==> src/rtl/bcd_to_bin_pkg.sv <==
// rtl/bcd_to_bin_pkg.sv - shared constants and state encoding for the BCD/binary converters
package bcd_pkg;

  typedef enum logic {
    IDLE  = 1'b0,
    SHIFT = 1'b1
  } state_t;

  localparam int          BCD_DIGITS   = 3;
  localparam logic [7:0]  BIN_MAX      = 8'd255;
  localparam int          ITER_DEFAULT = 10;

endpackage

==> src/rtl/bcd_to_bin_if.sv <==
// rtl/bcd_to_bin_if.sv - request/result bundle between digit entry and the converter
interface bcd_to_bin_if;
  logic       start;
  logic [3:0] cent;
  logic [3:0] dec;
  logic [3:0] uni;
  logic       busy;
  logic       done;
  logic [7:0] bin;
  logic       ovf;
  logic       err;

  modport master (
    output start, cent, dec, uni,
    input  busy, done, bin, ovf, err
  );

  modport slave (
    input  start, cent, dec, uni,
    output busy, done, bin, ovf, err
  );
endinterface

==> src/rtl/bcd_to_bin_digit_adj.sv <==
// rtl/bcd_to_bin_digit_adj.sv - per-digit dabble correction
// ADD3=0: reverse direction (>=8 -> -3); ADD3=1: forward direction (>=5 -> +3).
module bcd_digit_adj #(
  parameter bit ADD3 = 1'b0
) (
  input  logic [3:0] i_digit,
  output logic [3:0] o_digit
);

  assign o_digit = ADD3 ? ((i_digit >= 4'd5) ? i_digit + 4'd3 : i_digit)
                        : ((i_digit >= 4'd8) ? i_digit - 4'd3 : i_digit);

endmodule

==> src/rtl/bcd_to_bin.sv <==
// rtl/bcd_to_bin.sv - sequential BCD-to-binary converter, one reverse double-dabble step per clock
module bcd_to_bin
  import bcd_pkg::*;
#(
  parameter int ITER = ITER_DEFAULT
) (
  input  logic         clk,
  input  logic         rst_n,
  bcd_to_bin_if.slave  bus
);

  localparam int SR_W = 4 * BCD_DIGITS + ITER;

  state_t            r_state;
  state_t            w_state_nxt;
  logic [SR_W-1:0]   r_sr;
  logic [3:0]        r_cnt;
  logic              r_done;
  logic              r_ovf;
  logic              r_err;
  logic [7:0]        r_bin;

  logic [SR_W-1:0]   w_shift;
  logic [SR_W-1:0]   w_step;
  logic [ITER-1:0]   w_result;
  logic              w_last;
  logic              w_digit_bad;

  assign w_shift = r_sr >> 1;

  // The accumulator bits pass through; only the digit fields get corrected.
  assign w_step[ITER-1:0] = w_shift[ITER-1:0];
  for (genvar g = 0; g < BCD_DIGITS; g++) begin : g_adj
    bcd_digit_adj #(.ADD3(1'b0)) u_adj (
      .i_digit (w_shift[ITER + 4*g +: 4]),
      .o_digit (w_step [ITER + 4*g +: 4])
    );
  end

  assign w_result    = w_step[ITER-1:0];
  assign w_last      = (r_cnt == 4'(ITER - 1));
  assign w_digit_bad = (bus.cent > 4'd9) || (bus.dec > 4'd9) || (bus.uni > 4'd9);

  always_comb begin
    w_state_nxt = r_state;
    case (r_state)
      IDLE:    if (bus.start && !w_digit_bad) w_state_nxt = SHIFT;
      SHIFT:   if (w_last) w_state_nxt = IDLE;
      default: w_state_nxt = IDLE;
    endcase
  end

  always_ff @(posedge clk) begin
    if (!rst_n) r_state <= IDLE;
    else        r_state <= w_state_nxt;
  end

  always_ff @(posedge clk) begin
    if (!rst_n) begin
      r_sr   <= '0;
      r_cnt  <= '0;
      r_done <= 1'b0;
      r_ovf  <= 1'b0;
      r_err  <= 1'b0;
      r_bin  <= 8'h00;
    end else begin
      r_done <= 1'b0;
      case (r_state)
        IDLE: begin
          if (bus.start) begin
            if (w_digit_bad) begin
              r_err  <= 1'b1;
              r_ovf  <= 1'b0;
              r_bin  <= 8'h00;
              r_done <= 1'b1;
            end else begin
              r_sr  <= {bus.cent, bus.dec, bus.uni, {ITER{1'b0}}};
              r_cnt <= '0;
            end
          end
        end
        SHIFT: begin
          r_sr  <= w_step;
          r_cnt <= r_cnt + 4'd1;
          if (w_last) begin
            r_ovf  <= (w_result > ITER'(BIN_MAX));
            r_bin  <= (w_result > ITER'(BIN_MAX)) ? 8'hFF : w_result[7:0];
            r_err  <= 1'b0;
            r_done <= 1'b1;
          end
        end
        default: ;
      endcase
    end
  end

  assign bus.busy = (r_state == SHIFT);
  assign bus.done = r_done;
  assign bus.bin  = r_bin;
  assign bus.ovf  = r_ovf;
  assign bus.err  = r_err;

endmodule
==> src/flat_wrapper.sv <==
// flat-port wrapper written by rule: the top's interface ports become plain ports
module bcd_to_bin_flat import bcd_pkg::*;
#(
  parameter int ITER = ITER_DEFAULT
)
  (clk, rst_n, bus_start, bus_cent, bus_dec, bus_uni, bus_busy, bus_done, bus_bin, bus_ovf, bus_err);
  bcd_to_bin_if bus_i ();
  input  logic clk;
  input  logic rst_n;
  input wire logic [$bits(bus_i.start)-1:0] bus_start;
  input wire logic [$bits(bus_i.cent)-1:0] bus_cent;
  input wire logic [$bits(bus_i.dec)-1:0] bus_dec;
  input wire logic [$bits(bus_i.uni)-1:0] bus_uni;
  output wire logic [$bits(bus_i.busy)-1:0] bus_busy;
  output wire logic [$bits(bus_i.done)-1:0] bus_done;
  output wire logic [$bits(bus_i.bin)-1:0] bus_bin;
  output wire logic [$bits(bus_i.ovf)-1:0] bus_ovf;
  output wire logic [$bits(bus_i.err)-1:0] bus_err;
  assign bus_i.start = bus_start;
  assign bus_i.cent = bus_cent;
  assign bus_i.dec = bus_dec;
  assign bus_i.uni = bus_uni;
  assign bus_busy = bus_i.busy;
  assign bus_done = bus_i.done;
  assign bus_bin = bus_i.bin;
  assign bus_ovf = bus_i.ovf;
  assign bus_err = bus_i.err;
  bcd_to_bin #(.ITER(ITER)) u_core (.clk(clk), .rst_n(rst_n), .bus(bus_i));
endmodule
==> config.mk <==
export PLATFORM = sky130hd
export DESIGN_NAME = bcd_to_bin_flat
export DESIGN_NICKNAME = d
export VERILOG_FILES = /design/src/rtl/bcd_to_bin_pkg.sv /design/src/rtl/bcd_to_bin_if.sv /design/src/rtl/bcd_to_bin_digit_adj.sv /design/src/rtl/bcd_to_bin.sv /design/src/flat_wrapper.sv
export SDC_FILE = /design/constraint.sdc
export NUM_CORES = 1
export LEC_CHECK = 0
export CORE_ASPECT_RATIO = 0.75
export CORE_MARGIN = 2
export CORE_UTILIZATION = 40
export DETAILED_ROUTE_END_ITERATION = 12
export PLACE_DENSITY = 0.61
export SYNTH_ARGS = -nofsm -noshare
export SYNTH_HDL_FRONTEND = slang
export SYNTH_HIERARCHICAL = 1
export SYNTH_SLANG_ARGS = --single-unit
==> constraint.sdc <==
create_clock -name clk -period 2.35 [get_ports clk]
set_clock_uncertainty 0.2 [all_clocks]
set_input_delay 0.47 -clock clk [delete_from_list [all_inputs] [get_ports clk]]
set_output_delay 0.47 -clock clk [all_outputs]
set_load 0.02 [all_outputs]
---- Word-level counts from Yosys, hierarchy flattened ----
Cells that the tools add are included.
storage, ports and cells
  input bits .............................. 15
  bits in registers ....................... 38
cells by class
  add/subtract/negate cells ............... 4
  multiplexer cells ....................... 29
  bitwise logic cells ..................... 1
  order comparisons ....................... 7
  eq/ne operators ......................... 5
  reduce and logical (&&, ||, !) cells .... 6
operator list
  kind                   number
  $mux W22               2
  $pmux W22 S2           1
  $mux W8                4
  $mux W4                5
  $pmux W8 S2            1
  $gt A4 B4 Y1 const B   3
  $mux W1                11
  $gt A10 B8 Y1 const B  1
  $ge A4 B4 Y1 const B   2
  $pmux W1 S2            4
  $pmux W4 S2            1
  $sub A4 B2 Y4 const B  2
  $ne A2 B2 Y1 const B   3
  $add A4 B1 Y4 const B  1
  $eq A4 B4 Y1 const B   1
  $ge A3 B4 Y1 const B   1
  $sub A3 B2 Y4 const B  1
  $reduce_and A3 Y1      1
  $logic_or A1 B1 Y1     2
  $ne A2 B1 Y1 const B   1
  $reduce_and A2 Y1      1
  $logic_and A1 B1 Y1    1
  $logic_not A1 Y1       1
  $not A1 Y1             1

---- Depth between registers and ports, before layout ----
  depth after elaboration ................. 7
  gate-level depth with buffers ........... 6

---- Cells and area by module ----
The synthesis kept the hierarchy.
by module, submodules not included
  module         times used  cells each  area each (sq um)
  bcd_to_bin     1           148         1,493.9
  bcd_digit_adj  3           11          76.3

---- Worst setup path before layout ----
OpenSTA, ideal clock, no wires.
  path type ............................... input to register
  from .................................... input port bus_uni[2]
  to ...................................... register u_core.r_sr[10]
  path slack .............................. 0.536 ns
  data required time ...................... 2.028 ns
  arrival time ............................ 1.493 ns
  stages on the path ...................... 5
  buffers on the path ..................... 1
  path through ............................ o21a_1 -> nor3_4 -> a21oi_2 -> buf_6 -> a221o_1
on the way
  longest elaborated chain between the ends .. 4
ends and longest elaborated chain
  what                                RTL line            text
  from (decl)                         flat_wrapper.sv:13  input wire logic [$bits(bus_i.uni)-1:0] bus_uni;
  $gt A4 B4 Y1                        bcd_to_bin.sv:42    assign w_digit_bad = (bus.cent > 4'd9) || (bus.dec > 4'd9) || (bus.uni > 4'd9);
  $logic_or A1 B1 Y1                  bcd_to_bin.sv:42
  $ne A2 B2 Y1 (no source line)       -
  $reduce_and A2 Y1 (no source line)  -
  to (signal assigned)                bcd_to_bin.sv:77    r_sr <= {bus.cent, bus.dec, bus.uni, {ITER{1'b0}}};
  to (signal assigned)                bcd_to_bin.sv:83    r_sr <= w_step;
  to (decl)                           bcd_to_bin.sv:16    logic [SR_W-1:0] r_sr;
No other way between the ends.
A chain may end at the register's enable or synchronous reset.

---- Worst setup path in the final report ----
  from .................................... input port bus_uni[2]
  to ...................................... register u_core.r_sr[11]
The elaborated chain is that of the path after synthesis.

==> out/qor.csv <==
stage,metric,value,unit
outcome,outcome,finished clean,
detailed_routing,vias,1424,
logic_synthesis,synth-seq-cells,37,
die,core_area,4100,sq um
detailed_routing,drtIter0Drc,127,
final_layout,layout.cells.non_filler,276,
clocking,cts_buffers,5,
placed_design,gp_congestion,0.778,
timing,hold_viol_final,0,
logic_synthesis,syn-instance-count,181,
critical_path,crit_fanout,12,
power_and_ir_drop,p_leak,0.956,nW
die,die_width,79.8,um
clocking,ctsResizeCount,0,
timing,drv_slew,0,
final_layout,n_antenna_cell,0,
detailed_routing,ant_nets,0,
logic_synthesis,netlist.top_cell.by_area,dfxtp_1,
final_layout,area_delta_synth_final,28.9,%
critical_path,endpoint_kind,flop,
clocking,cts_hold_buffers,0,
critical_path,start_kind,primary input,
detailed_routing,via_per_inst,5.16,
timing,setup_viol,0,
detailed_routing,wl_per_cell,13.4,um
clocking,cts_tree,built,
clocking,root_buffer,clkbuf_8,
timing,min_period_over_period,0.940,
placed_design,port-buffer-count,26,
logic_synthesis,synth_area,1720,sq um
die,ios,27,
grt,overflow,0,
detailed_routing,wirelength,3690,um
timing,maxSlewHeadroom,0.556,
timing,rsz0062_at_grt,false,
logic_synthesis,synth_seq_area_share,0.430,
grt,grt_first_pass_wirelength,6090,um
grt,grt_pass1_vias,1350,
final_layout,layout_commonest_cell,dfxtp_1,
worst_hold_path,worst_hold_path_type,reg -> reg,
final_layout,drive_above_1_share,0.109,
placed_design,dp_cells,268,
clocking,path_clk_slew,80,ps
grt,grt_max_degree,24,
power_and_ir_drop,power.density,645,nW/um^2
clocking,cts_sinks,37,
die,start_util,0.420,
timing,final.min_clock_period,2210,ps
timing,whs,264,ps
placed_design,dp_hpwl,2660,um
clocking,cts_setup_buffers,0,
logic_synthesis,postSynthAreaPerCell,9.52,sq um
critical_path,worstSetupPathType,in -> reg,
critical_path,cp.arrival,2240,ps
job,cap_viol_max_count,0,
clocking,htreeDepth,2,
clocking,clock_latency,290,ps
logic_synthesis,synthTopCellsByArea,"dfxtp_1 43%, a221o_1 7.0%, and3_1 5.8%",
timing,tightest_slew,666,ps
die,die_h,60.8,um
die,num_rows,20,
grt,antenna_found_initial,0,
logic_synthesis,yosysUniqueCellTypes,32,
logic_synthesis,yosys_warnings,6,
logic_synthesis,synth_top_cell_area_share,0.430,
final_layout,fill_cells,377,
clocking,cts_buffer_depth,2,
final_layout,nets,243,
final_layout,layout_common_cells,"37 x dfxtp_1, 26 x clkdlybuf4s50_1, 19 x nand2_1, 16 x inv_1, 16 x and3_1",
detailed_routing,drt-pass1-iter-count,4,
power_and_ir_drop,ir_worst_vdd,0.231,mV
grt,grt_use_total,0.163,
final_layout,utilization,0.541,
timing,timing.fmax,453,MHz
die,die_area,4850,sq um
detailed_routing,drc_errors,0,
critical_path,worstPathRequired,2380,ps
## logic make-up after synthesis
group | synth area share
compound gates | 0.227
xor+xnor | 0.0407
fa+ha+maj | 0.0581
buf+inv | 0.0646
flops | 0.430
mux | 0.00581
other cells | 0.00218
simple gates | 0.171
## worst max-delay path: stages
cell	delay (ps)
clkdlybuf4s50_1	430
o21a_1	270
nor3_4	240
buf_4	160
and3_1	440
a221o_1	230
## cells in the mapped netlist, drive strengths merged
master,number
dfxtp,37
nand2,19
and3,16
inv,16
a221o,12
a22o,10
ha,8
a21oi,7
a221oi,7
clkbuf,6
nand2b,5
nor2b,5
buf,4
o21a,4
o21ai,4
xnor2,4
xor2,4
a21boi,2
nor2,2
nor3,2
and2,1
conb,1
mux2i,1
nand4,1
nand4b,1
o31ai,1
or3,1
## worst paths after layout
path	start	to	slack, ps	cells after the start
worst min register to register	u_core/bus.bin[0]	u_core/bus.bin[0]	260	2
worst max-delay path	bus_uni[2]	u_core/r_sr[11]	140	6
worst min-delay path	u_core/bus.bin[0]	u_core/bus.bin[0]	260	2
worst max register to register	u_core/bus.busy	u_core/r_sr[11]	450	4
## sequential cells by signal (all words and copies together) (netlist names)
name	count
u_core/bus.bin	8
u_core/bus.done	1
u_core/bus.busy	1
u_core/r_sr	21
u_core/bus.ovf	1
u_core/bus.err	1
u_core/r_cnt	4
## through the flow
step	power, mW	TNS (ps)	setup slack [ps]	area, sq um
2_1_floorplan	0.797	0	536	1740
3_3_place_gp	0.879	-1690	-86.2	2110
3_5_place_dp	0.885	-2690	-128	2110
4_1_cts	1.44	0	162	2220
5_1_grt	1.49	0	49.8	2220
6_report	1.43	0	140	2220
## cell type report
class,instances,area [sq um],share of cell area
repair buffers,38,350,0.158
clock buffers,5,68.8,0.0310
inverters,16,60.1,0.0270
flip-flops and latches,37,741,0.334
multi-input cells,122,886,0.399
well taps,55,68.8,0.0310
clock inverters,3,46.3,0.0208
## per-layer routing
| metal | track usage | vias up | routed length, um |
|---|---|---|---|
| met1 | 0.225 | 665 | 1850 |
| met3 | 0.0432 | 4 | 217 |
| met4 | 0.0508 | 0 | 27 |
| met2 | 0.253 | 39 | 1590 |
| li1 | - | 716 | - |
| met5 | 0 | - | 0 |
## power breakdown
part	switching (mW)	total (mW)	internal (mW)
registers	0.0240	0.676	0.652
clock network	0.244	0.562	0.318
logic	0.0979	0.195	0.0970
Note: power is estimated with default switching activity, not from simulation.
